$ cat config.mk
export PLATFORM = sky130hd
export DESIGN_NAME = soc_network_adapter_configuration_reader
export DESIGN_NICKNAME = d
export VERILOG_FILES = /design/src/rtl/soc_optimsoc_configuration.sv /design/src/rtl/soc_network_adapter_configuration_reader.sv
export SDC_FILE = /design/constraint.sdc
export NUM_CORES = 1
export LEC_CHECK = 0
export ABC_AREA = 0
export BUFFER_PORTS_ARGS = -buffer_cell sky130_fd_sc_hd__buf_2
export CAP_MARGIN = 25
export CORE_MARGIN = 2
export CORE_UTILIZATION = 47
export CTS_CLUSTER_DIAMETER = 150
export CTS_CLUSTER_SIZE = 14
export DETAILED_ROUTE_END_ITERATION = 16
export PLACE_DENSITY = 0.76
export SLEW_MARGIN = 20
export SYNTH_ARGS = -nofsm -noshare
export SYNTH_HDL_FRONTEND = slang
export SYNTH_SLANG_ARGS = --single-unit
$ cat constraint.sdc
create_clock -name clk -period 1.98 [get_ports clk]
set_clock_uncertainty 0.15 [all_clocks]
set_input_delay 0.396 -clock clk [delete_from_list [all_inputs] [get_ports clk]]
set_output_delay 0.396 -clock clk [all_outputs]
set_load 0.01 [all_outputs]
$ cat src/rtl/soc_optimsoc_configuration.sv
// soc_optimsoc_configuration
// Shared register map of the tile configuration space. The configuration
// reader and the responder both take their offsets and CONF bit positions
// from here, so the two sides always agree on the layout.
// Contents:
//   REG_*            byte offsets of the scalar registers and the CT list base
//   CONF_*_BIT       bit positions inside the CONF register
//   CT_LIST_MAX      largest number of compute-tile entries a reader will fetch
package soc_optimsoc_configuration;

   localparam logic [15:0] REG_TILEID   = 16'h0000;
   localparam logic [15:0] REG_NUMTILES = 16'h0004;
   localparam logic [15:0] REG_CONF     = 16'h000C;
   localparam logic [15:0] REG_COREBASE = 16'h0010;
   localparam logic [15:0] REG_NUMCTS   = 16'h0028;
   localparam logic [15:0] REG_CTLIST   = 16'h0200;

   localparam int CONF_MPSIMPLE_BIT = 0;
   localparam int CONF_DMA_BIT      = 1;

   localparam logic [6:0] CT_LIST_MAX = 7'd64;

endpackage

$ cat src/rtl/soc_network_adapter_configuration_reader.sv
// soc_network_adapter_configuration_reader
// Scans the tile configuration space after a start pulse. It reads five
// scalar registers (tile id, tile count, conf, core base, compute-tile count),
// then fetches the compute-tile list one 16-bit entry at a time and hands
// each entry to a consumer.
//
// Handshake on the ct_* stream: an entry transfers on a rising clk edge
// where ct_valid and ct_ready are both 1. While ct_valid=1 and ct_ready=0,
// ct_tile/ct_index/ct_last are held and no bus access is issued.
//
// Ports:
//   clk, rst            clock, asynchronous active-low reset
//   start               one-cycle pulse; begins a scan when idle
//   bus_*               single-outstanding request bus; bus_stb is held with a
//                       stable bus_adr until ack/err/rty arrives
//   tile_id .. num_cts  registers captured by the last scan
//   ct_*                compute-tile entry stream (valid/ready)
//   busy, done, error   scan status; done is a one-cycle pulse, error is sticky
//
// Reading data uses bus_data_i[31:0], so DW must be at least 32.
module soc_network_adapter_configuration_reader
   import soc_optimsoc_configuration::*;
#(
   parameter int DW        = 32,
   parameter int MAX_RETRY = 4,
   parameter int TIMEOUT   = 256
) (
   input  logic          clk,
   input  logic          rst,
   input  logic          start,
   output logic          bus_stb,
   output logic [15:0]   bus_adr,
   output logic          bus_we,
   output logic [DW-1:0] bus_data_o,
   input  logic [DW-1:0] bus_data_i,
   input  logic          bus_ack,
   input  logic          bus_rty,
   input  logic          bus_err,
   output logic [31:0]   tile_id,
   output logic [31:0]   num_tiles,
   output logic          conf_mpsimple,
   output logic          conf_dma,
   output logic [31:0]   core_base,
   output logic [6:0]    num_cts,
   output logic          ct_valid,
   input  logic          ct_ready,
   output logic [15:0]   ct_tile,
   output logic [5:0]    ct_index,
   output logic          ct_last,
   output logic          busy,
   output logic          done,
   output logic          error
);

   typedef enum logic [2:0] {
      IDLE   = 3'd0,
      REQ    = 3'd1,
      GAP    = 3'd2,
      STREAM = 3'd3,
      DONE   = 3'd4
   } state_t;

   localparam int RW = $clog2(MAX_RETRY + 1) + 1;
   localparam int TW = $clog2(TIMEOUT + 1) + 1;

   // Scalar index 0..4 walks the scalar registers; 5 means "in the list".
   localparam logic [2:0] SIDX_LIST = 3'd5;

   state_t        state;
   logic [2:0]    sidx;
   logic [5:0]    ent_idx;
   logic [RW-1:0] rty_cnt;
   logic [TW-1:0] tmo_cnt;
   logic          finish;    // next GAP goes to DONE (empty compute-tile list)
   logic [31:0]   rd;
   logic [6:0]    nc_sat;
   logic          in_list;

   assign rd      = bus_data_i[31:0];
   assign nc_sat  = (rd > 32'd64) ? CT_LIST_MAX : rd[6:0];
   assign in_list = (sidx == SIDX_LIST);

   assign bus_stb    = (state == REQ);
   assign bus_we     = 1'b0;
   assign bus_data_o = '0;
   assign ct_valid   = (state == STREAM);
   assign busy       = (state != IDLE);
   assign done       = (state == DONE);

   // Address is a function of the indices only, so it cannot move while a
   // request is outstanding: the indices change only on a response.
   always_comb begin
      bus_adr = REG_CTLIST + {9'd0, ent_idx, 1'b0};
      case (sidx)
         3'd0:    bus_adr = REG_TILEID;
         3'd1:    bus_adr = REG_NUMTILES;
         3'd2:    bus_adr = REG_CONF;
         3'd3:    bus_adr = REG_COREBASE;
         3'd4:    bus_adr = REG_NUMCTS;
         default: bus_adr = REG_CTLIST + {9'd0, ent_idx, 1'b0};
      endcase
   end

   always_ff @(posedge clk or negedge rst) begin
      if (!rst) begin
         state         <= IDLE;
         sidx          <= 3'd0;
         ent_idx       <= 6'd0;
         rty_cnt       <= '0;
         tmo_cnt       <= '0;
         finish        <= 1'b0;
         error         <= 1'b0;
         tile_id       <= 32'd0;
         num_tiles     <= 32'd0;
         conf_mpsimple <= 1'b0;
         conf_dma      <= 1'b0;
         core_base     <= 32'd0;
         num_cts       <= 7'd0;
         ct_tile       <= 16'd0;
         ct_index      <= 6'd0;
         ct_last       <= 1'b0;
      end else begin
         case (state)
            IDLE: begin
               if (start) begin
                  state   <= REQ;
                  error   <= 1'b0;
                  sidx    <= 3'd0;
                  ent_idx <= 6'd0;
                  rty_cnt <= '0;
                  tmo_cnt <= '0;
                  finish  <= 1'b0;
               end
            end
            REQ: begin
               // err outranks ack, ack outranks rty
               if (bus_err) begin
                  error <= 1'b1;
                  state <= DONE;
               end else if (bus_ack) begin
                  rty_cnt <= '0;
                  tmo_cnt <= '0;
                  if (in_list) begin
                     // Even entries sit in the upper half of the word.
                     ct_tile  <= ent_idx[0] ? rd[15:0] : rd[31:16];
                     ct_index <= ent_idx;
                     ct_last  <= ({1'b0, ent_idx} == (num_cts - 7'd1));
                     state    <= STREAM;
                  end else begin
                     case (sidx)
                        3'd0: tile_id   <= rd;
                        3'd1: num_tiles <= rd;
                        3'd2: begin
                           conf_mpsimple <= rd[CONF_MPSIMPLE_BIT];
                           conf_dma      <= rd[CONF_DMA_BIT];
                        end
                        3'd3: core_base <= rd;
                        default: begin
                           num_cts <= nc_sat;
                           finish  <= (nc_sat == 7'd0);
                        end
                     endcase
                     sidx  <= sidx + 3'd1;
                     state <= GAP;
                  end
               end else if (bus_rty) begin
                  tmo_cnt <= '0;
                  if (rty_cnt == RW'(MAX_RETRY)) begin
                     error <= 1'b1;
                     state <= DONE;
                  end else begin
                     rty_cnt <= rty_cnt + 1'b1;
                     state   <= GAP;
                  end
               end else if (tmo_cnt == TW'(TIMEOUT - 1)) begin
                  error <= 1'b1;
                  state <= DONE;
               end else begin
                  tmo_cnt <= tmo_cnt + 1'b1;
               end
            end
            GAP: begin
               state <= finish ? DONE : REQ;
            end
            STREAM: begin
               if (ct_ready) begin
                  if (ct_last) begin
                     state <= DONE;
                  end else begin
                     ent_idx <= ent_idx + 6'd1;
                     state   <= GAP;
                  end
               end
            end
            DONE: begin
               state <= IDLE;
            end
            default: begin
               state <= IDLE;
            end
         endcase
      end
   end

endmodule

=== Word level (Yosys, flattened, before mapping) ===
Cells that the tools add are included.

* Multiplexer cells: 47
* Add/sub/neg operators: 6
* Equal/unequal tests: 26
* Reductions and logical operators: 20
* $lt $le $gt $ge: 1
* Bitwise logic cells: 3

{| class="wikitable"
|+ Operator list
! cell !! count
|-
| 11-bit case mux with 5 select lines || 1
|-
| 10-bit two-way mux || 5
|-
| 5-bit AND reduction || 8
|-
| 3-bit two-way mux || 13
|-
| 32-bit by 7-bit greater-than comparator with 1-bit output (second input constant) || 1
|-
| 4-bit two-way mux || 5
|-
| 10-bit case mux with 2 select lines || 1
|-
| 6-bit two-way mux || 3
|-
| 16-bit two-way mux || 1
|-
| 3-bit by 2-bit == test with 1-bit output (second input constant) || 4
|-
| 3-bit case mux with 4 select lines || 1
|-
| 6-bit case mux with 2 select lines || 1
|-
| 4-bit AND reduction || 3
|-
| 10-bit by 7-bit adder with 11-bit output (first input constant) || 1
|-
| 1-bit two-way mux || 11
|-
| 10-bit by 1-bit adder with 10-bit output (second input constant) || 1
|-
| 10-bit by 8-bit == test with 1-bit output (second input constant) || 1
|-
| 2-bit inequality test (second input constant) || 5
|-
| 3-bit == test (second input constant) || 3
|-
| 4-bit case mux with 2 select lines || 1
|-
| 6-bit by 7-bit == test with 1-bit output || 1
|-
| 7-bit logical NOT || 1
|-
| 7-bit two-way mux || 1
|-
| 7-bit by 1-bit subtractor with 7-bit output (second input constant) || 1
|-
| 22 further kinds || 29
|}

* Logic and storage cells: 119
* Register bits: 156

=== Logic depth before layout (Yosys ltp) ===
* Word-level depth: 8
* Gate-level depth with buffers: 8
* Depth with buffers taken out: 7

=== Worst setup path after synthesis ===
No wires, ideal clock.

* Kind: register to output
* Start point: register sidx[0]
* End point: output bus_adr[4]
* Arrival: 1.734 ns
* Path slack: -0.300 ns
* Cell stages (with the launch flop): 6
* Cells stage by stage: dfrtp_1 > inv_1 > ha_1 > or3_1 > a21oi_2 > mux2_2

* Word-level cells in the longest chain between the ends: 2
* Elaborated cells between the ends (all ways): 6
* Classes of those cells: 4 x eq/ne; 1 x mux; 1 x reduce/logical

{| class="wikitable"
|+ Ends and longest elaborated chain
! element !! RTL line !! RTL
|-
| start, declared || soc_network_adapter_configuration_reader.sv:70 || <nowiki>logic [2:0] sidx;</nowiki>
|-
| start signal, assigned || soc_network_adapter_configuration_reader.sv:163 || <nowiki>sidx <= sidx + 3'd1;</nowiki>
|-
| 3-bit == test (tied with other cells) || soc_network_adapter_configuration_reader.sv:94 || <nowiki>case (sidx)</nowiki>
|-
| 11-bit case mux with 5 select lines (*) || soc_network_adapter_configuration_reader.sv:94 ||
|-
| end, declared || soc_network_adapter_configuration_reader.sv:32 || <nowiki>output logic [15:0] bus_adr,</nowiki>
|}

Mark *: on every way between the ends. The rest lies on a longest branch, timed or not.

=== Final worst setup path ===
* Start point: register sidx[1]
* End point: output bus_adr[4]

Same word-level chain as after synthesis.

==> results.yml <==
outcome:
  status: "finished with violations"
  violations: "setup timing"
cells_and_area:
  nFillCells: 1223
  drive_gt1_frac: 0.492
  layout.nets: 919
  syn2layout_area_growth_pct: 32.5
  antenna_cells: 0
power_and_ir_drop:
  p_total_mw: 14.8
  power.density_nw_per_um2: 1450
  seq_power_share: 0.350
  pwr-share-comb: 0.430
  p_sw_mw: 5.09
  p_sw_frac: 0.344
  p_int_mw: 9.71
  power.share.clock: 0.220
  power.leakage_nw: 5.23
  max-vdd-ir-drop_v: 0.000774
timing:
  finalHoldViolations: 0
  rsz0062_at_grt: "true"
  setup_violations: 11
  tns_ps: -3740
  period_share: 1.32
  timing.fmax_mhz: 382
  fin_ws_ps: -638
  period_needed_ps: 2620
  slew_violations: 0
global_route:
  grtUsageTotal: 0.230
  grt_antenna_before_repair: 0
  grt_max_degree: 78
  grt-ovfl-total: 0
  grt_pass1_vias: 5611
  grt_pass1_wl_um: 31200
setup_path:
  endpoint: "bus_adr[4]"
  path_cells: "inv_2 > ha_4 > or3_4 > a21oi_4 > mux2_4 > buf_6"
  end_kind: "output pin"
  reg2reg_from: "state[2]"
  worstPathArrival_ps: 2070
  critPathLaunch: "sidx[1]"
  ff2ff_path_depth: 7
  worstPathMaxFanout: 4
  slowest_delay_ps: 430
  r2r_end: "tile_id[20]"
  rrSetupSlack_ps: 0
  worstSetupPathType: "flop to output pin"
  required_ps: 1430
  crit_path_top_delay_cell: "dfrtp_2"
  start_kind: "flop"
logic_synthesis:
  synth_cell_type_count: 62
  ys_seq_area_frac: 0.506
  synth_seq_cells: 156
  netlist_area_um2: 7710
  synthTopCellsByCount: "156 x dfrtp_1, 90 x mux2_4, 45 x buf_4"
  ys_warn_count: 0
  synthCells: 617
  synthArstFlopShare: 1.00
  avgSynthCellArea_um2: 12.5
  synth_ff_type: "dfrtp_1"
  synth_top_area_share: 0.506
  yosys-top-cells-area: "dfrtp_1 51%, mux2_4 18%, buf_4 4.4%"
  synth_edf_count: 0
  yosysMostFrequentCell: "dfrtp_1"
  yosysTopAreaCell: "dfrtp_1"
placement:
  io_buffers: 178
  dpl.hpwl_um: 14000
  gp_congestion: 0.872
floorplanning:
  die_x_um: 132
  core_um2: 15900
  rows: 46
  die-area_um2: 17400
  die_y_um: 132
  start_util: 0.484
  boundaryPins: 221
detailed_routing:
  num_vias: 5813
  drtIter0Drc: 391
  wl_per_cell_um: 19.4
  routed_wl_um: 21300
  dr.pass1.iters: 4
  ant_nets: 0
  via_per_inst: 5.29
  drc: 0
cts:
  insertion_delay_ps: 420
  tritoncts: "yes"
  cts_sinks: 156
  clock_path_buffers: 2
  cts_buffers: 17
  h-tree-depth: 4
  clk_pin_slew_worst_paths_ps: 70
  clockRootBuffer: "clkbuf_16"
job:
  drv_cap: 0
hold_path:
  min_path_type: "input pin to flop"
==> metrics by stage <==
step | instances | setup WS, ps | instance area (um2) | utilization | hold slack [ps]
floorplan | 658 | -120 | 7890 | - | -49.6
global placement | 1039 | -141 | 9080 | 0.570 | 62.0
detailed placement | 1039 | -178 | 9080 | 0.570 | 60.0
CTS | 1077 | -638 | 9760 | 0.612 | 114
global route | 1098 | -695 | 10200 | 0.641 | 129
finish | 1098 | -638 | 10200 | 0.641 | 128
==> worst min path at each step <==
stage	startpoint	to	slack, ps	cells after the start
2_1_floorplan	rst	conf_dma	-50	0
3_3_place_gp	rst	rty_cnt[0]	60	1
3_5_place_dp	rst	rty_cnt[0]	60	1
4_1_cts	bus_data_i[15]	tile_id[15]	110	2
5_1_grt	bus_data_i[14]	num_tiles[14]	130	2
6_report	bus_data_i[15]	tile_id[15]	130	2
==> area by class of cell <==
type / instances / area, um2 / area share
well taps: 216 / 270 / 0.0265
multi-input cells: 423 / 3590 / 0.351
clock inverters: 11 / 133 / 0.0130
clock buffers: 20 / 447 / 0.0437
inverters: 13 / 53.8 / 0.00527
flip-flops and latches: 156 / 3910 / 0.382
repair buffers: 259 / 1820 / 0.178
==> metal layers <==
metal  wire [um]  GRT usage  up-vias  share of wire
met3        1670     0.0700       28          0.078
met1        9010      0.297     2939           0.42
met5           0          0        -              0
met4         403     0.0719        0          0.019
li1            -          -     2593              -
met2       10300      0.372      253           0.48
==> power groups by stage <==
| stage | Combinational, mW | Sequential [mW] | Clock (mW) |
|---|---|---|---|
| 4_1_cts | 5.87 | 5.15 | 3.29 |
| 3_5_place_dp | 5.72 | 5.12 | 0 |
| 3_3_place_gp | 5.56 | 5.13 | 0 |
| 2_1_floorplan | 3.05 | 5.59 | 0 |
| 6_report | 6.36 | 5.18 | 3.26 |
| 5_1_grt | 6.81 | 5.31 | 3.45 |
==> flip-flops by register name, indices dropped and copies added, names as in the netlist <==
register,count
tmo_cnt,10
core_base,32
sidx,3
finish,1
num_cts,7
ct_tile,16
tile_id,32
conf_dma,1
ct_index,6
ent_idx,6
error,1
state,3
rty_cnt,4
num_tiles,32
conf_mpsimple,1
ct_last,1
==> layout by cell type (no fill, tap or decap), types with 4 or more instances in the layout <==
cell type  instances
buf_4             53
and3_1             5
nor3_1             7
nand2b_1           6
ha_4               4
mux2i_1           18
a21oi_1           24
inv_6              4
mux2_2            11
o21ai_1            5
xnor2_1            5
buf_2            174
nor4_1             5
conb_1            42
buf_12             9
mux2_4            95
inv_1              9
xor2_1             4
ha_1               4
buf_6             14
and2_1             5
o21ai_0           28
nor2_1            35
nand4_1            7
o31ai_1            4
dfrtp_1          154
nand2_1           30
nand3_1            9
a31oi_1            5
a21o_1             4
clkbuf_16         24
==> repair_timing <==
action | in CTS | in global routing
pin swaps | 3 | 17
cloned | 0 | 9
buffers inserted | 7 | 13
hold endpoints to repair | 156 | 0
gates resized for setup | 14 | 46
hold buffers | 1 | 0
setup endpoints to repair | 59 | 140
==> logic make-up after synthesis <==
family / after synthesis / share of synthesized area
flip-flops: 156 / 0.506
AND/OR/NAND/NOR: 143 / 0.0966
multiplexers: 125 / 0.224
AO/OA/AOI/OAI: 94 / 0.0763
buffers and inverters: 79 / 0.0703
adder cells (fa/ha/maj): 10 / 0.0162
XOR/XNOR: 9 / 0.0102
other: 1 / 0.000486
==> worst max-delay path: cells and delay by family (launching register included) <==
family | cells | cell delay (ps)
buf+inv | 2 | 190
simple gates | 1 | 390
flops | 1 | 430
compound gates | 1 | 170
mux | 1 | 320
fa+ha+maj | 1 | 160
Power figures use the tool's default switching activity.
